==> src/rtl/aca_csu16_recover.sv <==
// aca_csu16_recover
//   Variable-latency error-recovery wrapper around a 16-bit ACA-CSU
//   approximate adder built from 2-bit blocks. An operand pair is accepted
//   in IDLE. One SPEC cycle registers the speculative sum. If every
//   speculative block carry matches the true ripple carry, the sum goes out
//   directly. Otherwise the wrong blocks are repaired, so every result
//   equals a+b exactly.
//
// Ports
//   clk, rst            rising-edge clock, asynchronous active-high reset
//   a, b       [15:0]   operands, sampled on in_valid & in_ready
//   in_valid/in_ready   input handshake; in_ready is high only in IDLE
//   sum        [16:0]   exact a+b, held stable while out_valid
//   out_valid/out_ready output handshake
//   err                 result needed correction (valid with out_valid)
//   err_cnt    [15:0]   saturating count of corrected results
//
// Handshakes: a transfer occurs on a rising edge where valid and ready are
// both high. Once valid is raised, the producer holds valid and data until
// that edge.
//
// Build option: define ACA_FIX_1CYC_EN to repair in a single FIX cycle by
// loading the full-width sum. Without it, FIX ripples one block per cycle
// from the first wrong block up to block 7.
module aca_csu16_recover (
    input  logic        clk,
    input  logic        rst,
    input  logic [15:0] a,
    input  logic [15:0] b,
    input  logic        in_valid,
    output logic        in_ready,
    output logic [16:0] sum,
    output logic        out_valid,
    input  logic        out_ready,
    output logic        err,
    output logic [15:0] err_cnt
);

    typedef enum logic [1:0] {IDLE, SPEC, FIX, DONE} state_t;

    state_t      state, state_nxt;
    logic [15:0] a_q, b_q;
    logic [2:0]  idx;
    logic        carry_reg;

    // Speculation and error detection on the latched operands
    logic [15:0] p, g, ripple_c;
    logic [16:0] exact, spec_sum;
    logic [7:0]  c_spec, c_ex;
    logic [2:0]  blk_spec;
    logic [2:0]  f;
    logic        has_err;

    always_comb begin
        p        = a_q ^ b_q;
        g        = a_q & b_q;
        exact    = {1'b0, a_q} + {1'b0, b_q};
        // The true carry into each bit is recovered from the exact sum.
        ripple_c = exact[15:0] ^ p;
        c_spec   = '0;
        c_ex     = '0;
        spec_sum = '0;
        blk_spec = '0;
        f        = '0;
        has_err  = 1'b0;

        c_spec[1] = g[1] | (p[1] & g[0]);
        for (int k = 2; k < 8; k++) begin
            if (p[2*k-1] & p[2*k-2])
                c_spec[k] = g[2*k-3];
            else
                c_spec[k] = g[2*k-1] | (p[2*k-1] & g[2*k-2]);
        end

        for (int k = 0; k < 8; k++) begin
            c_ex[k]           = ripple_c[2*k];
            blk_spec          = {1'b0, a_q[2*k +: 2]} + {1'b0, b_q[2*k +: 2]}
                                + {2'b00, c_spec[k]};
            spec_sum[2*k +: 2] = blk_spec[1:0];
        end
        // The loop ends on block 7, whose carry-out becomes sum[16].
        spec_sum[16] = blk_spec[2];

        // Scanning downward leaves f at the lowest mismatching block.
        for (int k = 7; k >= 2; k--) begin
            if (c_spec[k] != c_ex[k]) begin
                has_err = 1'b1;
                f       = 3'(k);
            end
        end
    end

    // Block repair adder for the block-serial FIX
    logic [3:0] fix_pos;
    logic [2:0] fix_blk;

    always_comb begin
        fix_pos = {idx, 1'b0};
        fix_blk = {1'b0, a_q[fix_pos +: 2]} + {1'b0, b_q[fix_pos +: 2]}
                  + {2'b00, carry_reg};
    end

    // FSM
    always_ff @(posedge clk or posedge rst) begin
        if (rst) state <= IDLE;
        else     state <= state_nxt;
    end

    always_comb begin
        state_nxt = state;
        in_ready  = 1'b0;
        case (state)
            IDLE: begin
                in_ready = 1'b1;
                if (in_valid) state_nxt = SPEC;
            end
            SPEC: state_nxt = has_err ? FIX : DONE;
            FIX: begin
`ifdef ACA_FIX_1CYC_EN
                state_nxt = DONE;
`else
                if (idx == 3'd7) state_nxt = DONE;
`endif
            end
            DONE: if (out_ready) state_nxt = IDLE;
            default: state_nxt = IDLE;
        endcase
    end

    // Datapath
    always_ff @(posedge clk or posedge rst) begin
        if (rst) begin
            a_q       <= '0;
            b_q       <= '0;
            sum       <= '0;
            out_valid <= 1'b0;
            err       <= 1'b0;
            err_cnt   <= '0;
            idx       <= '0;
            carry_reg <= 1'b0;
        end else begin
            case (state)
                IDLE: begin
                    if (in_valid) begin
                        a_q <= a;
                        b_q <= b;
                    end
                end
                SPEC: begin
                    sum <= spec_sum;
                    err <= has_err;
                    if (has_err) begin
                        idx       <= f;
                        carry_reg <= c_ex[f];
                    end else begin
                        out_valid <= 1'b1;
                    end
                end
                FIX: begin
`ifdef ACA_FIX_1CYC_EN
                    sum       <= exact;
                    out_valid <= 1'b1;
`else
                    sum[fix_pos +: 2] <= fix_blk[1:0];
                    carry_reg         <= fix_blk[2];
                    if (idx == 3'd7) begin
                        sum[16]   <= fix_blk[2];
                        out_valid <= 1'b1;
                    end else begin
                        idx <= idx + 3'd1;
                    end
`endif
                end
                DONE: begin
                    if (out_ready) begin
                        out_valid <= 1'b0;
                        if (err && (err_cnt != 16'hFFFF))
                            err_cnt <= err_cnt + 16'd1;
                    end
                end
                default: ;
            endcase
        end
    end

endmodule

==> config.mk <==
export PLATFORM = sky130hd
export DESIGN_NAME = aca_csu16_recover
export DESIGN_NICKNAME = d
export VERILOG_FILES = /design/src/rtl/aca_csu16_recover.sv
export SDC_FILE = /design/constraint.sdc
export NUM_CORES = 1
export LEC_CHECK = 0
export CAP_MARGIN = 15
export CORE_ASPECT_RATIO = 0.7
export CORE_MARGIN = 5
export CORE_UTILIZATION = 45
export DETAILED_ROUTE_END_ITERATION = 10
export GPL_ROUTABILITY_DRIVEN = 0
export MAX_ROUTING_LAYER = met4
export PLACE_DENSITY = 0.69
export SLEW_MARGIN = 15
export SYNTH_ARGS = -nofsm -noshare
export SYNTH_HDL_FRONTEND = slang
export SYNTH_SLANG_ARGS = --single-unit
==> constraint.sdc <==
create_clock -name clk -period 4.75 [get_ports clk]
set_input_delay 0.95 -clock clk [delete_from_list [all_inputs] [get_ports clk]]
set_output_delay 0.95 -clock clk [all_outputs]
set_load 0.05 [all_outputs]
==> impl_metrics.env <==
export IMPL_fin_tns_setup_ns=0
export IMPL_drtIter0Drc=354
export IMPL_synthArstFlopShare_pct=100
export IMPL_track_usage_pct=19.8
export IMPL_cts_tree="yes"
export IMPL_die_y_um=93.0
export IMPL_drc=0
export IMPL_postCtsSetupBuffers=0
export IMPL_grt_overflow_total=0
export IMPL_critPathMaxFanout=17
export IMPL_post_cts_resized=0
export IMPL_yosys_area_top_type="dfrtp_1"
export IMPL_h_tree_depth=3
export IMPL_fin_crit_sh_pct=66.4
export IMPL_cts_buffers=9
export IMPL_top_register="sum"
export IMPL_fp_row_count=30
export IMPL_setup_ws_ns=1.60
export IMPL_synth_top_flop_cell="dfrtp_1"
export IMPL_synth_cells=413
export IMPL_grt_pass1_vias=3507
export IMPL_yosys_warnings=0
export IMPL_diodes=0
export IMPL_syn_area_sq_um=4430
export IMPL_start_util_pct=45.9
export IMPL_period_needed_ns=3.15
export IMPL_ys_seq_area_share_pct=41.2
export IMPL_holdBufCountCts=0
export IMPL_end_kind="flop"
export IMPL_area_delta_synth_final_pct=24.5
export IMPL_arrival_ns=3.41
export IMPL_vias_per_cell=5.67
export IMPL_rsz0062_at_grt="no"
export IMPL_core_sq_um=9650
export IMPL_synth_edf_count=0
export IMPL_clk_latency_ns=0.33
export IMPL_path_clk_slew_ns=0.06
export IMPL_ioPinCount=72
export IMPL_synth_seq_cells=73
export IMPL_drv_slew=0
export IMPL_synthTopCellsByArea="dfrtp_1 (41%), ha_1 (7.3%), mux2_1 (5.1%), fa_1 (5.0%), nand2_1 (4.9%)"
export IMPL_cts_root_buf="clkbuf_16"
export IMPL_wire_per_inst_um=17.6
export IMPL_fmax_mhz=317
export IMPL_cp_start_kind="flop"
export IMPL_portBuffers=71
export IMPL_r2r_start="idx[0]"
export IMPL_synth_most_common_cell="dfrtp_1"
export IMPL_ctsLongestPathBuffers=2
export IMPL_crit_required_ns=5.01
export IMPL_place_ws_ns=1.58
export IMPL_worst_slew_pin_slew_ns=1.07
export IMPL_clkSinkCount=73
export IMPL_largest_register_ffs=17
export IMPL_die_area_sq_um=12000
export IMPL_worst_r2r_cell_count=9
export IMPL_hp_class="flop to flop"
export IMPL_critPathKind="flop to flop"
export IMPL_drt_pre_antenna_iters=5
export IMPL_drv_cap=0
export IMPL_synth_common_cells="dfrtp_1 (73), nand2_1 (58), ha_1 (26)"
export IMPL_fin_worst_skew_ns=0.00550
export IMPL_drive_gt1_share_pct=9.02
export IMPL_slew_headroom_pct=28.8
export IMPL_r2r_end="sum[3]"
export IMPL_setup_viol=0
export IMPL_yosysTopAreaCellShare_pct=41.2
export IMPL_hold_viol=0
export IMPL_synth_avg_cell_area_sq_um=10.7
export IMPL_synthesis_nets=486
export IMPL_synth_cell_type_count=54
export IMPL_ff2ff_setup_slack_ns=1.60
export IMPL_whs_ns=0.490
export IMPL_hold_depth=1
export IMPL_nets=557
export IMPL_status="complete, no violations"
export IMPL_grt_pass1_wl_um=18100
export IMPL_grt_start_max_net_pins=40
export IMPL_crit_start="idx[0]"
export IMPL_ant_nets=0
export IMPL_worstSetupEndpoint="sum[3]"
export IMPL_antenna_found_initial=0
export IMPL_totalWireLength_um=10800
export IMPL_vias=3490
export IMPL_die_x_um=129
export IMPL_dp_hpwl_um=8400
-- stage by stage --
| stage | util [%] | cells | area (sq um) |
|---|---|---|---|
| 2_1_floorplan | - | 413 | 4430 |
| 4_1_cts | 57.2 | 616 | 5520 |
| 6_report | 57.2 | 616 | 5520 |
| 3_3_place_gp | 54.5 | 601 | 5250 |
| 5_1_grt | 57.2 | 616 | 5520 |
| 3_5_place_dp | 54.5 | 601 | 5250 |
-- final cells by class --
cell class / instances / area [sq um]
Sequential cell: 73 / 1830
Clock buffer: 12 / 246
Timing Repair Buffer: 73 / 726
Clock inverter: 3 / 17.5
Tap cell: 128 / 160
Multi-Input combinational cell: 306 / 2460
Fill cell: 832 / 4130
Inverter: 21 / 78.8
-- worst max-delay path, cell delays in order (launching register included) --
cell,delay (ns)
dfrtp_1,0.84
mux4_2,0.58
nand2_1,0.08
nand2_1,0.07
fa_1,0.41
fa_1,0.63
nand2_1,0.09
nor2_1,0.15
nor3_1,0.08
a31oi_1,0.13
-- cells by family after synthesis --
kind of cell	synth area share [%]
XOR/XNOR	4.15
multiplexers	13.1
flip-flops	41.2
buffers and inverters	3.22
AND/OR/NAND/NOR	14.3
AO/OA/AOI/OAI	11.7
adder cells (fa/ha/maj)	12.3
-- layout by cell type, fill, tap and decap left out, types with 5 or more instances in the layout --
cell type | synthesis | layout
dfrtp_1 | 73 | 73
clkdlybuf4s50_1 | 0 | 71
nand2_1 | 58 | 58
ha_1 | 26 | 26
nor2_1 | 22 | 22
mux2_1 | 20 | 20
inv_1 | 19 | 18
xnor2_1 | 17 | 17
mux2_2 | 13 | 13
nand3_1 | 12 | 12
a21oi_1 | 11 | 11
fa_1 | 11 | 11
clkbuf_16 | 0 | 9
mux4_2 | 8 | 8
o21ai_0 | 7 | 7
nor3_1 | 7 | 7
a31oi_1 | 7 | 7
nand4_1 | 7 | 7
o21a_1 | 6 | 6
nor2b_1 | 6 | 6
and3_1 | 5 | 5
o31ai_1 | 5 | 5
-- how the worst min path moves through the flow --
stage | startpoint | to | slack [ns]
floorplan | a_q[15] | a_q[15] | 0.48
global route | err_cnt[9] | err_cnt[9] | 0.52
finish | err_cnt[3] | err_cnt[3] | 0.49
global placement | sum[7] | sum[7] | 0.48
CTS | err_cnt[3] | err_cnt[3] | 0.49
detailed placement | err_cnt[3] | err_cnt[3] | 0.48
-- per-layer routing --
metal / track usage (%) / part of all wire, %
met5: - / 0
met4: 6.12 / 1.6
met3: 4.39 / 6.7
met2: 26.9 / 43
met1: 29.4 / 49
Power is left out: the tool's default activity adds up to more than one toggle a clock period on the data nets, which glitch-free logic cannot reach.
